--- src/rtl/id_stage_pkg.sv ---
// Shared definitions for the decode stage: widths, RV32I opcodes, immediate formats,
// and the immediate/control decode helpers used by id_stage.
package id_stage_pkg;

  localparam int XLEN  = 32;
  localparam int PC_W  = 15;
  localparam int NREGS = 32;

  localparam logic [6:0] OPC_LOAD   = 7'h03;
  localparam logic [6:0] OPC_OP_IMM = 7'h13;
  localparam logic [6:0] OPC_AUIPC  = 7'h17;
  localparam logic [6:0] OPC_STORE  = 7'h23;
  localparam logic [6:0] OPC_OP     = 7'h33;
  localparam logic [6:0] OPC_LUI    = 7'h37;
  localparam logic [6:0] OPC_BRANCH = 7'h63;
  localparam logic [6:0] OPC_JALR   = 7'h67;
  localparam logic [6:0] OPC_JAL    = 7'h6F;

  typedef enum logic [2:0] {
    IMM_NONE,
    IMM_I,
    IMM_S,
    IMM_B,
    IMM_U,
    IMM_J
  } imm_fmt_e;

  typedef struct packed {
    logic     reg_write;
    logic     mem_read;
    logic     mem_write;
    logic     use_rs1;
    logic     use_rs2;
    imm_fmt_e fmt;
  } ctrl_t;

  function automatic logic [XLEN-1:0] gen_imm(input logic [31:0] ins, input imm_fmt_e fmt);
    logic [XLEN-1:0] imm;
    case (fmt)
      IMM_I:   imm = {{20{ins[31]}}, ins[31:20]};
      IMM_S:   imm = {{20{ins[31]}}, ins[31:25], ins[11:7]};
      IMM_B:   imm = {{19{ins[31]}}, ins[31], ins[7], ins[30:25], ins[11:8], 1'b0};
      IMM_U:   imm = {ins[31:12], 12'b0};
      IMM_J:   imm = {{11{ins[31]}}, ins[31], ins[19:12], ins[20], ins[30:21], 1'b0};
      default: imm = '0;
    endcase
    return imm;
  endfunction

  // Unknown opcodes fall through with every control low, so they travel as a NOP.
  function automatic ctrl_t decode_ctrl(input logic [6:0] opc);
    ctrl_t c;
    c = '0;
    c.fmt = IMM_NONE;
    case (opc)
      OPC_OP:     begin c.reg_write = 1'b1; c.use_rs1 = 1'b1; c.use_rs2 = 1'b1; end
      OPC_OP_IMM: begin c.reg_write = 1'b1; c.use_rs1 = 1'b1; c.fmt = IMM_I; end
      OPC_LOAD:   begin c.reg_write = 1'b1; c.mem_read = 1'b1; c.use_rs1 = 1'b1; c.fmt = IMM_I; end
      OPC_STORE:  begin c.mem_write = 1'b1; c.use_rs1 = 1'b1; c.use_rs2 = 1'b1; c.fmt = IMM_S; end
      OPC_BRANCH: begin c.use_rs1 = 1'b1; c.use_rs2 = 1'b1; c.fmt = IMM_B; end
      OPC_LUI:    begin c.reg_write = 1'b1; c.fmt = IMM_U; end
      OPC_AUIPC:  begin c.reg_write = 1'b1; c.fmt = IMM_U; end
      OPC_JAL:    begin c.reg_write = 1'b1; c.fmt = IMM_J; end
      OPC_JALR:   begin c.reg_write = 1'b1; c.use_rs1 = 1'b1; c.fmt = IMM_I; end
      default:    ;
    endcase
    return c;
  endfunction

endpackage

--- src/rtl/id_stage_reg_file.sv ---
// 32x32 register file: two asynchronous read ports, one synchronous write port, x0 fixed at 0.
// Macro REGFILE_BYPASS_EN forwards a same-cycle write to the read ports.
module id_stage_reg_file
  import id_stage_pkg::*;
(
  input  logic            clk,
  input  logic            reset,
  input  logic [4:0]      i_rs1_addr,
  input  logic [4:0]      i_rs2_addr,
  output logic [XLEN-1:0] o_rs1_data,
  output logic [XLEN-1:0] o_rs2_data,
  input  logic            i_we,
  input  logic [4:0]      i_wr_addr,
  input  logic [XLEN-1:0] i_wr_data
);

  logic [XLEN-1:0] r_regs [NREGS];
  logic            w_wr_en;

  assign w_wr_en = i_we && (i_wr_addr != 5'd0) && !reset;

  always_ff @(posedge clk) begin
    if (reset) begin
      for (int i = 0; i < NREGS; i++) r_regs[i] <= '0;
    end else if (w_wr_en) begin
      r_regs[i_wr_addr] <= i_wr_data;
    end
  end

  always_comb begin
    o_rs1_data = (i_rs1_addr == 5'd0) ? '0 : r_regs[i_rs1_addr];
    o_rs2_data = (i_rs2_addr == 5'd0) ? '0 : r_regs[i_rs2_addr];
`ifdef REGFILE_BYPASS_EN
    if (w_wr_en && (i_wr_addr == i_rs1_addr)) o_rs1_data = i_wr_data;
    if (w_wr_en && (i_wr_addr == i_rs2_addr)) o_rs2_data = i_wr_data;
`else
    // Without bypass the old value is returned; EXE forwards from WB instead.
`endif
  end

endmodule

--- src/rtl/id_stage.sv ---
// RV32I decode stage: register file read, immediate/control decode, load-use stall, ID/EX register.
// Optional macro REGFILE_BYPASS_EN (in id_stage_reg_file) enables same-cycle write-to-read bypass.
module id_stage
  import id_stage_pkg::*;
(
  input  logic            clk,
  input  logic            reset,
  input  logic [31:0]     instruction_IF_ID,
  input  logic [PC_W-1:0] pc_IF_ID,
  input  logic            flush_EXE,
  input  logic            reg_write_WB,
  input  logic [4:0]      rd_WB,
  input  logic [XLEN-1:0] write_data_WB,
  output logic            pc_write_HZRD,
  output logic            valid_ID_EXE,
  output logic [PC_W-1:0] pc_ID_EXE,
  output logic [XLEN-1:0] rs1_data_ID_EXE,
  output logic [XLEN-1:0] rs2_data_ID_EXE,
  output logic [XLEN-1:0] imm_ID_EXE,
  output logic [4:0]      rs1_ID_EXE,
  output logic [4:0]      rs2_ID_EXE,
  output logic [4:0]      rd_ID_EXE,
  output logic [6:0]      opcode_ID_EXE,
  output logic [2:0]      funct3_ID_EXE,
  output logic            funct7b5_ID_EXE,
  output logic            reg_write_ID_EXE,
  output logic            mem_read_ID_EXE,
  output logic            mem_write_ID_EXE
);

  logic [6:0]      w_opcode;
  logic [4:0]      w_rd;
  logic [4:0]      w_rs1;
  logic [4:0]      w_rs2;
  logic [2:0]      w_funct3;
  logic            w_funct7b5;
  ctrl_t           w_ctrl;
  logic [XLEN-1:0] w_imm;
  logic [XLEN-1:0] w_rs1_data;
  logic [XLEN-1:0] w_rs2_data;
  logic            w_hazard;
  logic            w_bubble;

  logic            r_valid;
  logic [PC_W-1:0] r_pc;
  logic [XLEN-1:0] r_rs1_data;
  logic [XLEN-1:0] r_rs2_data;
  logic [XLEN-1:0] r_imm;
  logic [4:0]      r_rs1;
  logic [4:0]      r_rs2;
  logic [4:0]      r_rd;
  logic [6:0]      r_opcode;
  logic [2:0]      r_funct3;
  logic            r_funct7b5;
  logic            r_reg_write;
  logic            r_mem_read;
  logic            r_mem_write;

  assign w_opcode   = instruction_IF_ID[6:0];
  assign w_rd       = instruction_IF_ID[11:7];
  assign w_funct3   = instruction_IF_ID[14:12];
  assign w_rs1      = instruction_IF_ID[19:15];
  assign w_rs2      = instruction_IF_ID[24:20];
  assign w_funct7b5 = instruction_IF_ID[30];
  assign w_ctrl     = decode_ctrl(w_opcode);
  assign w_imm      = gen_imm(instruction_IF_ID, w_ctrl.fmt);

  id_stage_reg_file u_reg_file (
    .clk        (clk),
    .reset      (reset),
    .i_rs1_addr (w_rs1),
    .i_rs2_addr (w_rs2),
    .o_rs1_data (w_rs1_data),
    .o_rs2_data (w_rs2_data),
    .i_we       (reg_write_WB),
    .i_wr_addr  (rd_WB),
    .i_wr_data  (write_data_WB)
  );

  // Handshake with IF: pc_write_HZRD acts as ready. instruction_IF_ID/pc_IF_ID are consumed on a
  // posedge only while it is 1; at 0 IF holds and re-presents the same instruction next cycle.
  // A flush always wins so the EXE redirect is accepted even when a stall is pending.
  assign w_hazard = r_valid && r_mem_read && (r_rd != 5'd0) &&
                    ((w_ctrl.use_rs1 && (r_rd == w_rs1)) ||
                     (w_ctrl.use_rs2 && (r_rd == w_rs2)));
  assign w_bubble      = w_hazard || flush_EXE;
  assign pc_write_HZRD = !w_hazard || flush_EXE;

  always_ff @(posedge clk) begin
    if (reset) begin
      r_valid     <= 1'b0;
      r_pc        <= '0;
      r_rs1_data  <= '0;
      r_rs2_data  <= '0;
      r_imm       <= '0;
      r_rs1       <= '0;
      r_rs2       <= '0;
      r_rd        <= '0;
      r_opcode    <= '0;
      r_funct3    <= '0;
      r_funct7b5  <= 1'b0;
      r_reg_write <= 1'b0;
      r_mem_read  <= 1'b0;
      r_mem_write <= 1'b0;
    end else begin
      r_valid     <= !w_bubble;
      r_pc        <= pc_IF_ID;
      r_rs1_data  <= w_rs1_data;
      r_rs2_data  <= w_rs2_data;
      r_imm       <= w_imm;
      r_rs1       <= w_rs1;
      r_rs2       <= w_rs2;
      r_rd        <= w_rd;
      r_opcode    <= w_opcode;
      r_funct3    <= w_funct3;
      r_funct7b5  <= w_funct7b5;
      r_reg_write <= w_ctrl.reg_write && !w_bubble;
      r_mem_read  <= w_ctrl.mem_read && !w_bubble;
      r_mem_write <= w_ctrl.mem_write && !w_bubble;
    end
  end

  assign valid_ID_EXE     = r_valid;
  assign pc_ID_EXE        = r_pc;
  assign rs1_data_ID_EXE  = r_rs1_data;
  assign rs2_data_ID_EXE  = r_rs2_data;
  assign imm_ID_EXE       = r_imm;
  assign rs1_ID_EXE       = r_rs1;
  assign rs2_ID_EXE       = r_rs2;
  assign rd_ID_EXE        = r_rd;
  assign opcode_ID_EXE    = r_opcode;
  assign funct3_ID_EXE    = r_funct3;
  assign funct7b5_ID_EXE  = r_funct7b5;
  assign reg_write_ID_EXE = r_reg_write;
  assign mem_read_ID_EXE  = r_mem_read;
  assign mem_write_ID_EXE = r_mem_write;

endmodule

--- config.mk ---
export PLATFORM = sky130hd
export DESIGN_NAME = id_stage
export DESIGN_NICKNAME = d
export VERILOG_FILES = /design/src/rtl/id_stage_pkg.sv /design/src/rtl/id_stage_reg_file.sv /design/src/rtl/id_stage.sv
export SDC_FILE = /design/constraint.sdc
export NUM_CORES = 2
export LEC_CHECK = 0
export ABC_AREA = 1
export CORE_MARGIN = 10
export CORE_UTILIZATION = 45
export DETAILED_ROUTE_END_ITERATION = 8
export PLACE_DENSITY_LB_ADDON = 0.05
export SETUP_SLACK_MARGIN = 0.2
export SLEW_MARGIN = 10
export SYNTH_ARGS = -nofsm -noshare
export SYNTH_HDL_FRONTEND = slang
export SYNTH_SLANG_ARGS = --single-unit
--- constraint.sdc ---
create_clock -name clk -period 2.6 [get_ports clk]
set_input_delay 0.26 -clock clk [delete_from_list [all_inputs] [get_ports clk]]
set_output_delay 0.26 -clock clk [all_outputs]
set_load 0.03 [all_outputs]
==> impl_metrics.tcl <==
set metrics [dict create \
    status "finished, final reports clean" \
    path_max_fanout 15 \
    yosysWarnings 0 \
    start_kind "primary input" \
    ant_nets 0 \
    grt_pass1_wl_um 354100 \
    n_antenna_cell 0 \
    syn2layout_area_growth_pct 18.29 \
    fin_ws_ns 0.2793 \
    skew_ns 0.02585 \
    cp_cell_sequence "buf_2 -> clkinv_1 -> nand2_1 -> a21oi_1 -> nand3_1 -> nand2_1 -> nand3_1 -> buf_4" \
    instances_no_fill 9939 \
    die-area_um2 151700 \
    r2r_setup_slack_ns 0.80 \
    synth.distinct_cells 27 \
    clkTransAtPathRegs_ns 0.06 \
    synthSimpleGateAreaFrac_pct 34.81 \
    post-place-ws_ns 0.03008 \
    portBuffers 229 \
    min_period_ns 2.321 \
    wirelength_um 241500 \
    grt_max_degree 97 \
    crit_buf_inv 3 \
    slew_violations 0 \
    relSlewSlack_pct 26.59 \
    worstMarginPinSlew_ns 1.094 \
    rows 135 \
    slowest_stage "clkinv_1" \
    setup_viol 0 \
    fin_util_pct 53.59 \
    synth_fa_ha_area_share_pct 0 \
    max_freq_mhz 430.9 \
    synth_compound_area_share_pct 2.912 \
    p_leak_nw 31.60 \
    hold_end "pc_ID_EXE[0]" \
    synth_edf_count 1024 \
    top_layer_used "met5" \
    cts_buffers 137 \
    clock_path_buffers 3 \
    dr_total_vias 56850 \
    clock-sinks 1165 \
    worstSkewPairLatency_ns 0.77 \
    yosys_register_bits 1165 \
    cts_root_buf "clkbuf_16" \
    track_usage_pct 30.96 \
    nNetsFinal 8139 \
    gp_congestion 0.9526 \
    path_class "in -> out" \
    hold_path_class "in -> reg" \
    synth_mux_area_share_pct 0 \
    initial_utilization_pct 45.30 \
    grt_pass1_vias 53790 \
    dr_wl_met3_um 26400 \
    whs_path_depth 3 \
    yosysMostFrequentCell "nand2_1" \
    reg2reg_to "rs2_data_ID_EXE[22]" \
    synth_top_family_by_area "simple AND/OR/NAND/NOR gates" \
    m1WireLength_um 98220 \
    tns_ns 0 \
    dp_cells 9677 \
    holdWs_ns 0.03262 \
    fin_crit_sh_pct 89.26 \
    die_w_um 389.5 \
    hp-start "pc_IF_ID[0]" \
    rsz0062_at_grt "false" \
    r2r_cells 9 \
    synth_xor_xnor_area_share_pct 0.05701 \
    netlist_top_cells_area "edfxtp_1 50%, nand2_1 16%, nand3_1 11%" \
    max_stage_delay_ns 0.86 \
    htree_levels 4 \
    ir_drop_mv 0.5030 \
    pin_count 230 \
    ys_top_cells_by_count "2578 x nand2_1, 1382 x nand3_1, 1249 x nor2_1" \
    synthCells 7888 \
    cap_violations 0 \
    core_area_um2 135600 \
    drt_iter0_drc 7230 \
    grt_overflow 0 \
    arrival_ns 2.06 \
    power_density_nw_per_um2 660.8 \
    drive_gt1_share_pct 8.053 \
    yosysSeqAreaShare_pct 54.64 \
    async_flop_share_pct 0 \
    postSynthAreaPerCell_um2 7.790 \
    crit_family "buffers and inverters" \
    tritoncts "yes" \
    drc 0 \
    dp_hpwl_um 153600 \
    dr_wl_met2_um 106300 \
    synth_top_cell_area_share_pct 50.04 \
    wl_per_cell_um 24.30 \
    synth-main-ff-cell "edfxtp_1" \
    reg2reg_from "u_reg_file.r_regs[29][22]" \
    syn_area_um2 61450 \
    drtPass1Iterations 8 \
    yosysTopAreaCell "edfxtp_1" \
    crit_required_ns 2.34 \
    fillers 12470 \
    endpoint_kind "primary output" \
    drt-vias-per-instance 5.720 \
    die_y_um 389.5 \
    antenna_found_initial 2 \
    hold_viol 0 \
]
registers in the layout, indices dropped and copies added (netlist names), 3 cells and up:
register and flops:
u_reg_file.r_regs 1024, imm_ID_EXE 32, rs1_data_ID_EXE 32, rs2_data_ID_EXE 32
pc_ID_EXE 15, opcode_ID_EXE 7, rd_ID_EXE 5, rs1_ID_EXE 5
rs2_ID_EXE 5, funct3_ID_EXE 3
worst reg2reg max path, stage by stage, from the launching register on:
cell and delay (ns):
edfxtp_1 0.36, nand2_1 0.06, nand3_1 0.09, nand3_1 0.18, nand2_1 0.18, nand2_1 0.14
nand3_1 0.19, nand2_1 0.08, nor2_1 0.28, buf_4 0.21
per-layer routing:
metal	global-route usage, %	vias up
li1	-	25850
met1	42.42	27020
met2	47.47	3437
met3	6.228	552
met4	13.41	2
met5	0	-
timing repair:
action                                  4_1_cts  5_1_grt
endpoints found under the setup margin        0        1
endpoints found under the hold margin        16        0
buffers inserted                              0        0
hold buffers                                 16        0
gates resized for setup                       0        2
stage by stage:
step                      power [mW]  instance area [µm²]
after CTS                      48.09                72680
after global placement         28.93                68110
final                          48.03                72680
after floorplan                25.84                61560
after detailed placement       28.99                68110
after global routing           49.52                72680
how the worst max path moves through the flow:
stage	from	to	slack, ns	depth (start not counted)
CTS	rd_ID_EXE[0]	pc_write_HZRD	0.29	10
floorplan	rd_WB[4]	u_reg_file.r_regs[11][0]	0.32	11
detailed placement	rd_WB[3]	u_reg_file.r_regs[25][21]	0.03	13
global placement	rd_WB[4]	u_reg_file.r_regs[1][9]	-0.05	12
finish	instruction_IF_ID[24]	pc_write_HZRD	0.28	8
global route	instruction_IF_ID[24]	pc_write_HZRD	0.22	8
layout make-up:
class | instances | area [µm²] | share of cell area, %
Sequential cell | 1165 | 33570 | 46.19
Inverter | 494 | 1897 | 2.610
Timing Repair Buffer | 639 | 7127 | 9.805
Multi-Input combinational cell | 5614 | 23450 | 32.26
Clock buffer | 179 | 3817 | 5.252
Clock inverter | 67 | 593.1 | 0.8159
Tap cell | 1781 | 2228 | 3.066
layout by cell type (no fill, tap or decap), types with 3 or more instances in the layout:
cell             instances
clkbuf_1                29
clkinv_1                24
nand3_1               1382
inv_1                  483
edfxtp_1              1024
nor2_1                1249
clkbuf_16              146
o21ai_0                181
inv_4                    4
inv_6                    8
dlygate4sd3_1           16
nand2_2                 43
dfxtp_1                140
nor3_1                  11
nand2_1               2535
buf_4                  261
conb_1                  32
clkbuf_8                 4
o22ai_1                 13
clkinv_2                21
a31oi_1                  8
clkdlybuf4s50_1        217
bufinv_16                9
inv_8                    4
a21oi_1                141
o211ai_1                 3
buf_12                 137
clkinvlp_4               3
nand4_1                  6
buf_8                    4
cell families (layout without fill, tap and decap cells):
family | count (synthesis) | count (layout)
AOI/OAI and AO/OA | 349 | 349
xor gates and xnor gates | 4 | 4
other | 1 | 32
DFF | 1165 | 1165
buffers and inverters | 1140 | 1379
and+or+nand+nor | 5229 | 5229
report_power, final:
group / internal (mW) / switching [mW]
clock network: 11.2 / 8.01
registers: 21.4 / 0.539
logic: 2.13 / 4.74
total: 34.7 / 13.3
Power figures use the tool's default switching activity.
